$ cat config.mk
export PLATFORM = sky130hd
export DESIGN_NAME = sprite_sheet_loader
export DESIGN_NICKNAME = d
export VERILOG_FILES = /design/src/rtl/sprite_pkg.sv /design/src/rtl/rgb_byte_assembler.sv /design/src/rtl/sprite_sheet_loader.sv
export SDC_FILE = /design/constraint.sdc
export NUM_CORES = 1
export LEC_CHECK = 0
export BUFFER_PORTS_ARGS = -buffer_cell sky130_fd_sc_hd__buf_2
export CAP_MARGIN = 40
export CORE_MARGIN = 4
export CORE_UTILIZATION = 51
export CTS_CLUSTER_SIZE = 20
export DETAILED_ROUTE_END_ITERATION = 16
export HOLD_SLACK_MARGIN = 0.15
export PLACE_DENSITY = 0.81
export SLEW_MARGIN = 5
export SYNTH_ARGS = -nofsm -noshare
export SYNTH_HDL_FRONTEND = slang
export SYNTH_SLANG_ARGS = --single-unit
$ cat constraint.sdc
create_clock -name clk_in -period 2.6 [get_ports clk_in]
set_input_delay 0.52 -clock clk_in [delete_from_list [all_inputs] [get_ports clk_in]]
set_output_delay 0.52 -clock clk_in [all_outputs]
set_load 0.02 [all_outputs]
$ cat src/rtl/sprite_pkg.sv
// Shared types and sizing helpers for the sprite sheet loader and its renderer-side memories.
package sprite_pkg;

    localparam int COLOR_ID_WIDTH = 8;
    localparam int COLOR_WIDTH    = 24;
    localparam int PALETTE_DEPTH  = 256;

    typedef enum logic [2:0] {
        S_IDLE,
        S_PAL,
        S_IMG,
        S_CHK,
        S_DONE,
        S_ERR
    } loader_state_e;

    // Degenerate one-entry images still need a one-bit address bus.
    function automatic int img_addr_width(input int sheets, input int w, input int h);
        return (sheets * w * h > 1) ? $clog2(sheets * w * h) : 1;
    endfunction

endpackage

$ cat src/rtl/rgb_byte_assembler.sv
// Packs R, G, B bytes into one palette word and issues a registered single-cycle write with the entry index.
module rgb_byte_assembler
    import sprite_pkg::*;
(
    input  logic                      clk_i,
    input  logic                      rst_ni,
    input  logic                      clear_i,
    input  logic                      byte_valid_i,
    input  logic [7:0]                byte_i,
    output logic                      last_o,
    output logic                      word_valid_o,
    output logic [COLOR_ID_WIDTH-1:0] index_o,
    output logic [COLOR_WIDTH-1:0]    word_o
);

    localparam logic [COLOR_ID_WIDTH-1:0] LAST_ENTRY = COLOR_ID_WIDTH'(PALETTE_DEPTH - 1);

    logic [1:0]                phase_q, phase_d;
    logic [7:0]                red_q, red_d;
    logic [7:0]                green_q, green_d;
    logic [COLOR_ID_WIDTH-1:0] entry_q, entry_d;
    logic                      word_valid_q, word_valid_d;
    logic [COLOR_ID_WIDTH-1:0] index_q, index_d;
    logic [COLOR_WIDTH-1:0]    word_q, word_d;
    logic                      complete;

    // The blue byte of the final entry tells the parent FSM to move on to image data.
    assign complete = byte_valid_i && (phase_q == 2'd2);
    assign last_o   = complete && (entry_q == LAST_ENTRY);

    always_comb begin
        phase_d      = phase_q;
        red_d        = red_q;
        green_d      = green_q;
        entry_d      = entry_q;
        word_valid_d = 1'b0;
        index_d      = index_q;
        word_d       = word_q;
        if (clear_i) begin
            phase_d = 2'd0;
            entry_d = '0;
        end else if (byte_valid_i) begin
            case (phase_q)
                2'd0: begin
                    red_d   = byte_i;
                    phase_d = 2'd1;
                end
                2'd1: begin
                    green_d = byte_i;
                    phase_d = 2'd2;
                end
                default: begin
                    word_valid_d = 1'b1;
                    word_d       = {red_q, green_q, byte_i};
                    index_d      = entry_q;
                    entry_d      = entry_q + COLOR_ID_WIDTH'(1);
                    phase_d      = 2'd0;
                end
            endcase
        end
    end

    always_ff @(posedge clk_i or negedge rst_ni) begin
        if (!rst_ni) begin
            phase_q      <= 2'd0;
            red_q        <= '0;
            green_q      <= '0;
            entry_q      <= '0;
            word_valid_q <= 1'b0;
            index_q      <= '0;
            word_q       <= '0;
        end else begin
            phase_q      <= phase_d;
            red_q        <= red_d;
            green_q      <= green_d;
            entry_q      <= entry_d;
            word_valid_q <= word_valid_d;
            index_q      <= index_d;
            word_q       <= word_d;
        end
    end

    assign word_valid_o = word_valid_q;
    assign index_o      = index_q;
    assign word_o       = word_q;

endmodule

$ cat src/rtl/sprite_sheet_loader.sv
// Parses one framed upload (sync, 256 RGB palette entries, indexed image bytes, XOR checksum)
// and drives the palette and image BRAM write ports.
module sprite_sheet_loader
    import sprite_pkg::*;
#(
    parameter int         WIDTH       = 256,
    parameter int         HEIGHT      = 256,
    parameter int         SHEET_COUNT = 2,
    parameter logic [7:0] SYNC_BYTE   = 8'hA5
) (
    input  logic                                                clk_in,
    input  logic                                                rst_n_in,
    input  logic [7:0]                                          byte_in,
    input  logic                                                byte_valid_in,
    output logic                                                byte_ready_out,
    input  logic                                                abort_in,
    output logic                                                pal_we_out,
    output logic [COLOR_ID_WIDTH-1:0]                           pal_addr_out,
    output logic [COLOR_WIDTH-1:0]                              pal_data_out,
    output logic                                                img_we_out,
    output logic [img_addr_width(SHEET_COUNT, WIDTH, HEIGHT)-1:0] img_addr_out,
    output logic [7:0]                                          img_data_out,
    output logic                                                busy_out,
    output logic                                                done_out,
    output logic                                                err_out
);

    localparam int IMG_DEPTH = SHEET_COUNT * WIDTH * HEIGHT;
    localparam int IMG_AW    = img_addr_width(SHEET_COUNT, WIDTH, HEIGHT);
    localparam logic [IMG_AW-1:0] IMG_LAST = IMG_AW'(IMG_DEPTH - 1);

    loader_state_e     state_q, state_d;
    logic [IMG_AW-1:0] img_cnt_q, img_cnt_d;
    logic              img_we_q, img_we_d;
    logic [IMG_AW-1:0] img_addr_q, img_addr_d;
    logic [7:0]        img_data_q, img_data_d;
    logic [7:0]        csum_q, csum_d;
    logic              err_q, err_d;

    logic accept;
    logic start_frame;
    logic pal_byte;
    logic pal_last;

    // Abort wins over a simultaneous handshake, so that byte is simply dropped.
    assign byte_ready_out = (state_q != S_DONE) && (state_q != S_ERR);
    assign accept         = byte_valid_in && byte_ready_out && !abort_in;
    assign start_frame    = accept && (state_q == S_IDLE) && (byte_in == SYNC_BYTE);
    assign pal_byte       = accept && (state_q == S_PAL);

    rgb_byte_assembler u_rgb_byte_assembler (
        .clk_i        (clk_in),
        .rst_ni       (rst_n_in),
        .clear_i      (start_frame || abort_in),
        .byte_valid_i (pal_byte),
        .byte_i       (byte_in),
        .last_o       (pal_last),
        .word_valid_o (pal_we_out),
        .index_o      (pal_addr_out),
        .word_o       (pal_data_out)
    );

    always_comb begin
        state_d = state_q;
        if (abort_in) begin
            state_d = S_IDLE;
        end else begin
            case (state_q)
                S_IDLE: if (start_frame) state_d = S_PAL;
                S_PAL:  if (pal_last) state_d = S_IMG;
                S_IMG:  if (accept && (img_cnt_q == IMG_LAST)) state_d = S_CHK;
                S_CHK:  if (accept) state_d = (byte_in == csum_q) ? S_DONE : S_ERR;
                default: state_d = S_IDLE;
            endcase
        end
    end

    // Image write port, running checksum and the sticky error flag.
    always_comb begin
        img_cnt_d  = img_cnt_q;
        img_we_d   = 1'b0;
        img_addr_d = img_addr_q;
        img_data_d = img_data_q;
        csum_d     = csum_q;
        err_d      = err_q;
        if (start_frame) begin
            img_cnt_d = '0;
            csum_d    = '0;
            err_d     = 1'b0;
        end
        if (pal_byte) begin
            csum_d = csum_q ^ byte_in;
        end
        if (accept && (state_q == S_IMG)) begin
            img_we_d   = 1'b1;
            img_addr_d = img_cnt_q;
            img_data_d = byte_in;
            img_cnt_d  = (img_cnt_q == IMG_LAST) ? '0 : img_cnt_q + IMG_AW'(1);
            csum_d     = csum_q ^ byte_in;
        end
        if (accept && (state_q == S_CHK) && (byte_in != csum_q)) begin
            err_d = 1'b1;
        end
    end

    always_ff @(posedge clk_in or negedge rst_n_in) begin
        if (!rst_n_in) begin
            state_q    <= S_IDLE;
            img_cnt_q  <= '0;
            img_we_q   <= 1'b0;
            img_addr_q <= '0;
            img_data_q <= '0;
            csum_q     <= '0;
            err_q      <= 1'b0;
        end else begin
            state_q    <= state_d;
            img_cnt_q  <= img_cnt_d;
            img_we_q   <= img_we_d;
            img_addr_q <= img_addr_d;
            img_data_q <= img_data_d;
            csum_q     <= csum_d;
            err_q      <= err_d;
        end
    end

    assign img_we_out   = img_we_q;
    assign img_addr_out = img_addr_q;
    assign img_data_out = img_data_q;
    assign busy_out     = (state_q == S_PAL) || (state_q == S_IMG) || (state_q == S_CHK);
    assign done_out     = (state_q == S_DONE);
    assign err_out      = err_q;

endmodule

==> flow_metrics.env <==
export IMPL_ys_ff_latch=114
export IMPL_peakVddDrop_mv=0.374
export IMPL_dp_hpwl_mm=7.88
export IMPL_crit_required_ns=3.03
export IMPL_wl_per_cell_um=16.2
export IMPL_antenna_found_initial=0
export IMPL_final_fill_count=761
export IMPL_crit_path_end="img_cnt_q[13]"
export IMPL_hold_class="in2reg"
export IMPL_critPathLaunchType="register"
export IMPL_clkLatencyLatePin_ns=0.52
export IMPL_cap_violations=0
export IMPL_path_depth=11
export IMPL_start_util_pct=52.3
export IMPL_drc=0
export IMPL_startpoint="img_cnt_q[0]"
export IMPL_grtUsageMet1_pct=28.4
export IMPL_overflow=0
export IMPL_postCtsSetupRepairBufs=0
export IMPL_cp_end_kind="register"
export IMPL_htreeDepth=4
export IMPL_path_common_cell="and3_1"
export IMPL_ios=75
export IMPL_arrival_ns=2.95
export IMPL_cts_sinks=114
export IMPL_synth_cells=487
export IMPL_synth_xor_area_share_pct=1.54
export IMPL_synth_adder_area_share_pct=0.735
export IMPL_regToRegSetupSlack_ns=0.08
export IMPL_synth_top_family_by_area="simple AND/OR/NAND/NOR gates"
export IMPL_crit_path_max_incr_delay_ns=0.53
export IMPL_die_area_sq_um=11700
export IMPL_fin_cells=722
export IMPL_drive_gt1_share_pct=30.9
export IMPL_nNetsFinal=592
export IMPL_cts_buffers=17
export IMPL_slew_violations=0
export IMPL_grt_pass1_wl_mm=19.4
export IMPL_synth_edf_count=0
export IMPL_area_delta_synth_final_pct=23.4
export IMPL_fin_crit_ns=2.52
export IMPL_placed_area_sq_um=5700
export IMPL_drtAntennaViolNets=0
export IMPL_cts_tree="done"
export IMPL_grtUsageTotal_pct=21.2
export IMPL_grt_pass1_vias=3957
export IMPL_synth_simple_area_share_pct=19.5
export IMPL_dr_total_vias=3965
export IMPL_busiest_layer="met2"
export IMPL_cts_root_buf="clkbuf_8"
export IMPL_synth_compound_area_share_pct=9.06
export IMPL_num_rows=36
export IMPL_clk_path_buf_depth=2
export IMPL_syn_nets=502
export IMPL_clkTransAtPathRegs_ns=0.06
export IMPL_slew_headroom_pct=47.9
export IMPL_p_leak_nw=3.40
export IMPL_synth_seq_area_share_pct=55.8
export IMPL_synthArstFlopShare_pct=100
export IMPL_netlist_area_sq_um=5110
export IMPL_via_per_inst=5.49
export IMPL_run_status="finished clean"
export IMPL_p_per_area_nw_per_um2=666
export IMPL_worstMarginPinSlew_ns=0.776
export IMPL_synthMuxAreaShare_pct=9.77
export IMPL_grt_max_degree=53
export IMPL_path_class="reg2reg"
export IMPL_synth_ff_type="dfrtp_1"
export IMPL_ff2ff_path_depth=11
export IMPL_crit_family="simple AND/OR/NAND/NOR gates"
export IMPL_core_region_area_sq_um=9770
export IMPL_dp_cells=690
export IMPL_die_w_um=108
export IMPL_yosysWarnings=0
export IMPL_gp_congestion=0.830
export IMPL_wirelength_mm=11.7
export IMPL_worst_clock_skew_ns=0.0128
export IMPL_p_total_w=0.00420
export IMPL_worstPathMaxFanout=17
export IMPL_timing_hold_violations_final=0
export IMPL_reg2reg_to="img_cnt_q[13]"
export IMPL_met3_usage_pct=4.18
export IMPL_finalCritPeriodShare_pct=96.8
export IMPL_cp_buffers_inverters=1
export IMPL_multi_input_area_sq_um=2080
export IMPL_rr_startpoint="img_cnt_q[0]"
export IMPL_regArea_sq_um=2850
export IMPL_syn_avg_cell_area_sq_um=10.5
export IMPL_drtIter0Drc=247
export IMPL_fmax_ghz=0.397
export IMPL_die_h_um=108
export IMPL_crit_chain="ha_2 > nand3_1 > nor2_1 > and3_1 > and3_1 > ha_1 > or4b_4 > buf_8 > a41oi_1 > o21ai_1 > o31ai_2"
export IMPL_ys_types=52
export IMPL_finalInstanceArea_sq_um=6310
export IMPL_portBuffers=74
export IMPL_insertedDiodeCount=0
export IMPL_setup_viol_count_final=0
export IMPL_met2_usage_pct=34.5
export IMPL_holdCritStartpoint="byte_in[1]"
export IMPL_dr_pass1_iters=5
export IMPL_slowest_stage="or4b_4"
[per-stage QoR]
| stage | hold WS [ns] | utilization, % | worst slack [ns] | TNS (ns) |
|---|---|---|---|---|
| after floorplan | 0.224 | - | 0.00848 | 0 |
| after global placement | 0.445 | 58.3 | 0.185 | 0 |
| after detailed placement | 0.453 | 58.3 | 0.0659 | 0 |
| after CTS | 0.311 | 64.4 | 0.0385 | 0 |
| after global routing | 0.339 | 64.5 | -0.0244 | -0.0529 |
| final | 0.316 | 64.5 | 0.0841 | 0 |
[synthesized netlist by cell type (7+ instances only)]
library cell	instances	area share, %
nand4_1	8	0.98
dfrtp_1	114	56
clkbuf_1	17	1.2
mux2_2	23	5.1
o21ai_0	35	3.4
mux2_4	16	4.7
o21ai_1	11	1.1
nand3_1	13	1.3
nor2_1	19	1.4
nand2_1	130	9.5
xor2_1	8	1.4
and3_1	7	0.86
[metal layers]
layer	part of all wire [%]	up-vias
li1	-	1851
met1	43	1947
met2	51	145
met3	5.3	22
met4	1.5	0
met5	0	-
[worst register-to-register path: stages (launching register included)]
cell     delay [ns]
dfrtp_1        0.39
ha_2           0.21
nand3_1        0.11
nor2_1         0.07
and3_1         0.18
and3_1         0.18
ha_1           0.20
or4b_4         0.53
buf_8          0.17
a41oi_1        0.19
o21ai_1        0.10
o31ai_2        0.08
[registers in the layout, indices dropped and copies added (netlist names)]
signal	count
csum_q	8
state_q	3
u_rgb_byte_assembler.phase_q	2
err_out	1
u_rgb_byte_assembler.red_q	8
u_rgb_byte_assembler.green_q	8
img_data_out	8
u_rgb_byte_assembler.entry_q	8
img_we_out	1
u_rgb_byte_assembler.index_o	8
u_rgb_byte_assembler.word_o	24
img_cnt_q	17
u_rgb_byte_assembler.word_valid_o	1
img_addr_out	17
[cells by family (layout without fill, tap and decap cells)]
family	count (synthesis)	after routing
AND/OR/NAND/NOR	210	210
flip-flops	114	114
AO/OA/AOI/OAI	76	76
multiplexers	39	39
buffers and inverters	36	138
XOR/XNOR	9	9
adder cells (fa/ha/maj)	3	3
[how the worst min path moves through the flow]
stage               slack (ns)  cells past startpoint                         endpoint
floorplan                 0.22                      0                        csum_q[0]
global placement          0.45                      2  u_rgb_byte_assembler.word_o[17]
detailed placement        0.45                      2  u_rgb_byte_assembler.word_o[16]
CTS                       0.31                      3   u_rgb_byte_assembler.word_o[0]
global route              0.34                      3   u_rgb_byte_assembler.word_o[1]
finish                    0.32                      3   u_rgb_byte_assembler.word_o[1]
[final cells by class]
| cell class | instances | area share, % |
|---|---|---|
| clock inverter | 12 | 2.52 |
| clock buffer | 19 | 6.69 |
| inverter | 5 | 0.298 |
| tap | 133 | 2.64 |
| timing repair buffer | 102 | 9.60 |
| multi-input combinational | 337 | 33.0 |
| sequential | 114 | 45.2 |
[cell usage in the layout, fill, tap and decap left out, drive strengths merged, types with 3 or more instances in the layout]
cell,synthesis,routed
inv,5,7
nor4,5,5
o21ai,46,46
nand2,130,130
ha,3,3
dfrtp,114,114
nor2,21,21
nand3,13,13
buf,12,101
nor3,6,6
mux2,39,39
clkinv,0,5
clkbuf,19,19
xor2,8,8
nand4,8,8
o31ai,8,8
and3,7,7
and2,4,4
bufinv,0,3
a31oi,5,5
a22o,3,3
a21oi,5,5
[what timing repair did]
action                                  in CTS  in global routing
hold buffers                                 1                  0
gates resized for setup                      0                  4
endpoints found under the setup margin       0                 10
hold endpoints to repair                    37                  0
[power breakdown]
part           internal (W)  leakage (nW)  switching [W]
clock network       0.00146         0.279       0.000823
logic             0.0000379          1.54      0.0000780
registers           0.00179          1.58      0.0000114
total               0.00329          3.40       0.000912
Note: power is estimated with default switching activity, not from simulation.
